===== src/rtl/vid_frame_arbiter.sv =====
`default_nettype none
// ============================================================================
//  Module   : vid_frame_arbiter
//  Purpose  : Frame-aligned N:1 arbiter for Avalon-ST video streams. A grant is
//             taken only at a packet boundary. It is held across control/user
//             packets until the next video packet (type 0) has completed, so a
//             control packet always stays with its frame. The output is
//             registered, with one beat of latency.
//  Revision : 1.0 - initial release
// ----------------------------------------------------------------------------
//  Ports
//    clk          in   clock
//    rst_n        in   asynchronous active-low reset
//    cfg_mode_i   in   0 = fixed select, 1 = round-robin (sampled in IDLE)
//    cfg_sel_i    in   source index used in fixed mode (sampled in IDLE)
//    snk_valid_i  in   per-source valid
//    snk_sop_i    in   per-source start of packet
//    snk_eop_i    in   per-source end of packet
//    snk_data_i   in   per-source data, source i at [i*DW +: DW]
//    snk_ready_o  out  per-source ready
//    src_ready_i  in   downstream ready
//    src_valid_o  out  registered output valid
//    src_sop_o    out  registered output sop
//    src_eop_o    out  registered output eop
//    src_data_o   out  registered output data
//    grant_o      out  currently locked source
//    busy_o       out  high while a source is locked (state XFER)
//    frame_cnt_o  out  completed video packets, wraps at 16 bits
//    drop_cnt_o   out  orphan beats discarded in IDLE, saturating
//                      (present only when VID_ARB_DROP_CNT_EN is defined)
//  Build option : VID_ARB_DROP_CNT_EN
// ============================================================================
module vid_frame_arbiter #(
    parameter int N  = 2,
    parameter int DW = 24,
    parameter int SW = (N > 2) ? $clog2(N) : 1
) (
    input  logic            clk,
    input  logic            rst_n,
    input  logic            cfg_mode_i,
    input  logic [SW-1:0]   cfg_sel_i,
    input  logic [N-1:0]    snk_valid_i,
    input  logic [N-1:0]    snk_sop_i,
    input  logic [N-1:0]    snk_eop_i,
    input  logic [N*DW-1:0] snk_data_i,
    output logic [N-1:0]    snk_ready_o,
    input  logic            src_ready_i,
    output logic            src_valid_o,
    output logic            src_sop_o,
    output logic            src_eop_o,
    output logic [DW-1:0]   src_data_o,
    output logic [SW-1:0]   grant_o,
    output logic            busy_o,
    output logic [15:0]     frame_cnt_o
`ifdef VID_ARB_DROP_CNT_EN
    ,
    output logic [15:0]     drop_cnt_o
`endif
);

    typedef enum logic [0:0] {
        S_IDLE = 1'b0,
        S_XFER = 1'b1
    } state_t;

    state_t          state_q,     state_d;
    logic [SW-1:0]   grant_q,     grant_d;
    logic [SW-1:0]   last_q,      last_d;
    logic [3:0]      ptype_q,     ptype_d;
    logic [15:0]     frame_cnt_q, frame_cnt_d;
    logic            src_valid_q, src_valid_d;
    logic            src_sop_q,   src_sop_d;
    logic            src_eop_q,   src_eop_d;
    logic [DW-1:0]   src_data_q,  src_data_d;

    logic            out_rdy;
    logic [N-1:0]    req;
    logic [N-1:0]    orphan;
    logic [N-1:0]    snk_ready;
    logic            win_found;
    logic [SW-1:0]   win_idx;
    logic [SW-1:0]   rr_idx;
    logic            g_valid;
    logic            g_sop;
    logic            g_eop;
    logic [DW-1:0]   g_data;
    logic            accept;
    logic [3:0]      eff_type;

    // Output register can take a beat when it is empty or being drained.
    assign out_rdy = src_ready_i | ~src_valid_q;
    assign req     = snk_valid_i & snk_sop_i;
    assign orphan  = snk_valid_i & ~snk_sop_i;

    // Winner selection for the IDLE state.
    always_comb begin
        win_found = 1'b0;
        win_idx   = '0;
        rr_idx    = '0;
        if (!cfg_mode_i) begin
            // An out-of-range select simply never produces a grant.
            if (int'(cfg_sel_i) < N) begin
                if (req[cfg_sel_i]) begin
                    win_found = 1'b1;
                    win_idx   = cfg_sel_i;
                end
            end
        end else begin
            // Scan starts one past the last completed grant for fairness.
            for (int k = 1; k <= N; k++) begin
                rr_idx = SW'((int'(last_q) + k) % N);
                if (!win_found && req[rr_idx]) begin
                    win_found = 1'b1;
                    win_idx   = rr_idx;
                end
            end
        end
    end

    // Granted-source mux.
    always_comb begin
        g_valid = 1'b0;
        g_sop   = 1'b0;
        g_eop   = 1'b0;
        g_data  = '0;
        for (int i = 0; i < N; i++) begin
            if (grant_q == SW'(i)) begin
                g_valid = snk_valid_i[i];
                g_sop   = snk_sop_i[i];
                g_eop   = snk_eop_i[i];
                g_data  = snk_data_i[i*DW +: DW];
            end
        end
    end

    // Next-state and handshake logic.
    always_comb begin
        state_d     = state_q;
        grant_d     = grant_q;
        last_d      = last_q;
        ptype_d     = ptype_q;
        frame_cnt_d = frame_cnt_q;
        src_valid_d = src_ready_i ? 1'b0 : src_valid_q;
        src_sop_d   = src_sop_q;
        src_eop_d   = src_eop_q;
        src_data_d  = src_data_q;
        snk_ready   = '0;
        accept      = 1'b0;
        eff_type    = ptype_q;

        case (state_q)
            S_IDLE: begin
                // Beats without sop are swallowed so a source can resync.
                // The arbitration cycle itself never moves a sop beat.
                snk_ready = orphan;
                if (win_found) begin
                    grant_d = win_idx;
                    state_d = S_XFER;
                end
            end
            S_XFER: begin
                for (int i = 0; i < N; i++) begin
                    if (grant_q == SW'(i)) begin
                        snk_ready[i] = out_rdy;
                    end
                end
                accept = g_valid & out_rdy;
                if (accept) begin
                    src_valid_d = 1'b1;
                    src_sop_d   = g_sop;
                    src_eop_d   = g_eop;
                    src_data_d  = g_data;
                    // A sop beat carries its own type, including a single-beat
                    // packet, and also restarts a truncated packet.
                    if (g_sop) begin
                        eff_type = g_data[3:0];
                        ptype_d  = g_data[3:0];
                    end
                    if (g_eop && (eff_type == 4'd0)) begin
                        frame_cnt_d = frame_cnt_q + 16'd1;
                        last_d      = grant_q;
                        state_d     = S_IDLE;
                    end
                end
            end
            default: begin
                state_d = S_IDLE;
            end
        endcase
    end

    always_ff @(posedge clk or negedge rst_n) begin
        if (!rst_n) begin
            state_q     <= S_IDLE;
            grant_q     <= '0;
            last_q      <= SW'(N - 1);
            ptype_q     <= 4'd0;
            frame_cnt_q <= 16'd0;
            src_valid_q <= 1'b0;
            src_sop_q   <= 1'b0;
            src_eop_q   <= 1'b0;
            src_data_q  <= '0;
        end else begin
            state_q     <= state_d;
            grant_q     <= grant_d;
            last_q      <= last_d;
            ptype_q     <= ptype_d;
            frame_cnt_q <= frame_cnt_d;
            src_valid_q <= src_valid_d;
            src_sop_q   <= src_sop_d;
            src_eop_q   <= src_eop_d;
            src_data_q  <= src_data_d;
        end
    end

`ifdef VID_ARB_DROP_CNT_EN
    logic [15:0] drop_cnt_q, drop_cnt_d;
    logic [16:0] drop_sum;

    // Several sources may drop a beat in the same cycle; count each one.
    always_comb begin
        drop_sum = {1'b0, drop_cnt_q};
        for (int i = 0; i < N; i++) begin
            if ((state_q == S_IDLE) && orphan[i]) begin
                drop_sum = drop_sum + 17'd1;
            end
        end
        drop_cnt_d = drop_sum[16] ? 16'hFFFF : drop_sum[15:0];
    end

    always_ff @(posedge clk or negedge rst_n) begin
        if (!rst_n) begin
            drop_cnt_q <= 16'd0;
        end else begin
            drop_cnt_q <= drop_cnt_d;
        end
    end

    assign drop_cnt_o = drop_cnt_q;
`endif

    assign snk_ready_o = snk_ready;
    assign src_valid_o = src_valid_q;
    assign src_sop_o   = src_sop_q;
    assign src_eop_o   = src_eop_q;
    assign src_data_o  = src_data_q;
    assign grant_o     = grant_q;
    assign busy_o      = (state_q != S_IDLE);
    assign frame_cnt_o = frame_cnt_q;

endmodule
`default_nettype wire


===== config.mk =====
export PLATFORM = sky130hd
export DESIGN_NAME = vid_frame_arbiter
export DESIGN_NICKNAME = d
export VERILOG_FILES = /design/src/rtl/vid_frame_arbiter.sv
export SDC_FILE = /design/constraint.sdc
export NUM_CORES = 1
export LEC_CHECK = 0
export ABC_AREA = 1
export BUFFER_PORTS_ARGS = -buffer_cell sky130_fd_sc_hd__buf_2
export CORE_MARGIN = 3
export CORE_UTILIZATION = 25
export CTS_CLUSTER_SIZE = 40
export DETAILED_ROUTE_END_ITERATION = 10
export HOLD_SLACK_MARGIN = 0.03
export PLACE_DENSITY = 0.47
export SETUP_SLACK_MARGIN = 0.3
export SYNTH_ARGS = -nofsm -noshare
export SYNTH_HDL_FRONTEND = slang
export SYNTH_SLANG_ARGS = --single-unit

===== constraint.sdc =====
create_clock -name clk -period 2.5 [get_ports clk]
set_clock_uncertainty 0.15 [all_clocks]
set_input_delay 0.25 -clock clk [delete_from_list [all_inputs] [get_ports clk]]
set_output_delay 0.25 -clock clk [all_outputs]
set_load 0.03 [all_outputs]

* After elaboration in Yosys (flattened, before gate mapping) *
Cells that the tools add are included.

word-level totals
  flip-flop bits (word level) = 50
  logic and storage cells = 61
  input port bits = 59
  output and inout bits = 47

cells by class
  multiplexer cells = 32
  order comparisons = 3
  add/subtract/negate cells = 3
  bitwise gates (word level) = 7
  reductions and logical operators = 7

operator list
  kind                     count
  $mux W1                  26
  $mux W24                 1
  $add A16 B1 Y16 const B  1
  $mux W4                  3
  $lt A1 B2 Y1 const B     3
  $and A2 B2 Y2            2
  $logic_not A4 Y1         1
  $pmux W2 S2              1
  $reduce_and A2 Y1        2
  $reduce_and A3 Y1        1
  $add A1 B1 Y1 const B    2
  $logic_and A1 B1 Y1      2
  $not A1 Y1               2
  $not A2 Y2               1
  $pmux W1 S2              1
  $and A1 B1 Y1            1
  $logic_not A1 Y1         1
  $or A1 B1 Y1             1

* Longest topological paths before layout *
  word-level depth = 11
  gate-level depth with buffers = 11
  gate-level depth less buffers = 10

* Least setup slack after synthesis *
Ideal clock, no wire load.

  kind = flip-flop to output port
  from = reg grant_q (netlist: grant_o)
  to = out snk_ready_o[0]
  cell stages (with the launch flop) = 3
  data required time = 2.100 ns
  buffers on the path = 1
  arrival = 1.572 ns
  setup slack = 0.528 ns
  path through = dfrtp_1 buf_4 o32ai_1

on the way
  word-level cells in the longest chain between the ends = 2

ends and longest elaborated chain
  item                    line  text
  from (decl)             67    logic [SW-1:0] grant_q, grant_d;
  from (signal assigned)  205   grant_q <= grant_d;
  $mux W1                 163   if (grant_q == SW'(i)) begin
  $pmux W2 S2             151   case (state_q)
  to (decl)               46    output logic [N-1:0] snk_ready_o,

No other way between the ends.

* Worst setup path after layout *
  from = reg grant_q (netlist: grant_o)
  to = reg frame_cnt_q[1] (netlist: frame_cnt_o[1])

on the way
  word-level cells in the longest chain between the ends = 7
  elaborated cells between the ends (all ways) = 11
  those cells by class = mux: 7; bitwise: 1; reduce/logical: 3

ends and longest elaborated chain
  item                                        line  text
  $mux W24 / $mux W1 (equally long branches)  127   if (grant_q == SW'(i)) begin
  $mux W4                                     -
  $mux W4                                     168   if (accept) begin
  $mux W4                                     151
  $logic_not A4 Y1                            179   if (g_eop && (eff_type == 4'd0)) begin
  $logic_and A1 B1 Y1                         179
  $reduce_and A3 Y1 (no source line) (*)      -
  to (signal assigned)                        208   frame_cnt_q <= frame_cnt_d;
  to (decl)                                   70    logic [15:0] frame_cnt_q, frame_cnt_d;

Every way passes the cells marked *; elsewhere a longest branch is shown, timed or not. The select of a mux whose other input is x is not followed.
A chain may end at the register's enable or synchronous reset.

==> impl_results.md <==
* Max-cap violation count at 0
* PwrDens at 1080 nW/µm²
* Sequential fraction of the synthesis area at 0.472
* Postcts setup bufs at 0
* Die area at 11900 µm²
* Largest stage delay, worst path at 0.48 ns
* Initial Util at 0.257
* Worst hold path class: input port to flip-flop
* Aggregate global-route resource usage at 0.135
* Most common cell after layout, fill and taps aside: nand2_1
* Crit start category: flip-flop
* Chip height at 109 µm
* Worst path required time at 2.55 ns
* Via Count at 2674
* Cell Rows at 37
* Vias in the first global route at 2604
* H-tree depth at 2
* CTS Buffer Depth at 2
* DR pass1 iterations at 5
* DR WL/cell at 13.0 µm
* Critical path depth at 11
* Post-Syn Area at 2660 µm²
* Synth warnings at 0
* Sw Share at 0.484
* Crit-path leading delay family: simple AND/OR/NAND/NOR gates
* Hold Path Stages at 3
* Fmax at 0.501 GHz
* Synthesized Nets at 411
* Slowest CP cell: dfrtp_2
* Core area at 10300 µm²
* IO buf count at 105
* First-pass GRT wire length at 12.8 mm
* Net Sw Power at 0.00189 W
* Synth cell types at 29
* R2r setup slk at 0.51 ns
* Syn_area_per_cell at 7.57 µm²
* Final worst-path cycle share at 0.798
* Max-slew headroom at the worst pin at 0.620
* Pin count of the biggest net entering global routing at 43
* HPWL after detailed placement at 5.90 mm
* Leak at 1.86 nW
* Tmin final at 1.99 ns
* Num CTS Buffers at 5
* Layout cells sized above 1 at 0.288
* CTS tree: yes
* Vias per cell at 4.39
* Gate power share at 0.518
* Routed WL at 7.91 mm
* Sequential share of power at 0.331
* Sinks on Clock Net at 50
* Die W at 109 µm
* Top_reg_cell synth: dfrtp_1
* Post-synth ARST share at 1.00
* Pint at 0.00202 W
* Clock Power Share at 0.152
* Placer's final routability congestion estimate at 0.753
* Root Buffer: clkbuf_8
* GRT overflow at 0
* WS Path Type: flip-flop to flip-flop
* Final setup fails at 0
* Drt initial violations at 172
* Initial antenna violation count at 0
* Peak supply drop at 358 µV
* # DRC at 0
* WP buf/inv at 2
* Worst-path clk slew at 0.11 ns
* Worst Tran Pin Value at 0.571 ns
* EDFF count, synth at 0
* Most frequent cell on the critical path: nand2_1
* Antenna Cells at 0
* Clk_lat worst skew at 0.31 ns
* Fillers at 1135
* Critical Path End Type: flip-flop
* Leading cell types in the layout, fill and taps excluded: nand2_1 (121), buf_2 (105), dfrtp_1 (48)
* Reg2reg path depth at 11
* Finished Core Util at 0.351
* CP cell instances: inv_2 > nand2_4 > nand2_2 > nand2_1 > nand2_1 > nand2_1 > nor2_4 > buf_4 > nand2_1 > nor2_1 > nor2_1
* Post-Syn Instances at 351
* I/O pins at 106
* Worst hold margin at 0.0379 ns
* Final Hold Viols at 0
* Final slew viol count at 0
* RSZ-0062 raised after global routing: no
* Layout area overhead at 36.2%
* Final nets at 532
* Worst EP arrival at 2.05 ns
* Crit Path Max Fanout at 25
* Setup TNS at 0 ns
* #FFs+latches synth at 50
* Status: completed
* Routed Antenna Nets at 0
## kinds of logic after synthesis
group / count (synthesis) / share of synthesized area
and+or+nand+nor: 207 / 0.341
adders and majority gates: 1 / 0.00471
buffers and inverters: 51 / 0.0838
AOI/OAI and AO/OA: 40 / 0.0923
xor gates and xnor gates: 2 / 0.00660
DFF: 50 / 0.472
## flip-flops by register name, indices dropped and copies added (netlist names)
name and cells:
busy_o 1, frame_cnt_o 16, grant_o 1, last_q 1
ptype_q 4, src_data_o 24, src_eop_o 1, src_sop_o 1
src_valid_o 1
## power groups by stage
| stage | clock [W] | combinational [W] | sequential, W |
|---|---|---|---|
| floorplan | 0 | 0.000995 | 0.00177 |
| global placement | 0 | 0.00202 | 0.00130 |
| detailed placement | 0 | 0.00203 | 0.00131 |
| CTS | 0.000620 | 0.00205 | 0.00130 |
| global route | 0.000649 | 0.00224 | 0.00133 |
| finish | 0.000594 | 0.00202 | 0.00129 |
## cell usage after synthesis, types with 2 or more instances
cell type | number | area share
a31oi_1 | 21 | 0.049
inv_1 | 34 | 0.048
nand2_2 | 2 | 0.0047
nand3_1 | 19 | 0.036
buf_2 | 4 | 0.0075
nor2_1 | 35 | 0.049
dfrtp_1 | 49 | 0.46
nor2_4 | 2 | 0.0085
clkbuf_1 | 5 | 0.0071
a21oi_1 | 3 | 0.0057
buf_4 | 5 | 0.014
nand2_1 | 121 | 0.17
inv_2 | 2 | 0.0028
nor2_2 | 2 | 0.0047
xnor2_1 | 2 | 0.0066
or2_2 | 2 | 0.0047
o21ai_0 | 12 | 0.023
nand3b_1 | 6 | 0.017
nand4_1 | 14 | 0.033
o32ai_1 | 2 | 0.0066
## worst min-delay path, cell delays in order
cell	delay (ns)
buf_2	0.10
nand2_1	0.05
a31oi_1	0.07
## through the flow
| step | cell area, µm² | instances | worst slack, ns | total power, W |
|---|---|---|---|---|
| finish | 3620 | 609 | 0.505 | 0.00391 |
| CTS | 3610 | 609 | 0.388 | 0.00397 |
| floorplan | 2660 | 351 | 0.528 | 0.00276 |
| global route | 3620 | 609 | 0.313 | 0.00422 |
| global placement | 3330 | 584 | 0.491 | 0.00332 |
| detailed placement | 3330 | 584 | 0.416 | 0.00335 |
## final timing paths
| kind | from | to |
|---|---|---|
| setup reg to reg | grant_o | frame_cnt_o[1] |
| setup / recovery | grant_o | frame_cnt_o[1] |
| max in group asynchronous | rst_n | grant_o |
| min in group asynchronous | rst_n | src_valid_o |
| hold reg to reg | src_eop_o | src_eop_o |
| hold / removal | snk_data_i[12] | src_data_o[12] |
## timing repair
item	4_1_cts	5_1_grt
hold buffers	17	0
resized for setup	0	2
hold endpoints to repair	28	0
setup endpoints to repair	0	24
## per-layer routing
| layer | wire, µm | vias to the layer above | part of all wire | GRT usage |
|---|---|---|---|---|
| li1 | - | 1373 | - | - |
| met1 | 3590 | 1220 | 0.45 | 0.174 |
| met2 | 3650 | 63 | 0.46 | 0.223 |
| met3 | 430 | 18 | 0.054 | 0.0284 |
| met4 | 242 | 0 | 0.031 | 0.0496 |
| met5 | 0 | - | 0 | 0 |
## final cells by class
cell class                 instances  area [µm²]  area share
sequential                        50        1250       0.346
multi-input combinational        250        1180       0.326
timing repair buffer             129         764       0.211
tap                              136         170      0.0470
inverter                          36         135      0.0373
clock buffer                       5        68.8      0.0190
clock inverter                     3        45.0      0.0124
Power figures use the tool's default switching activity.
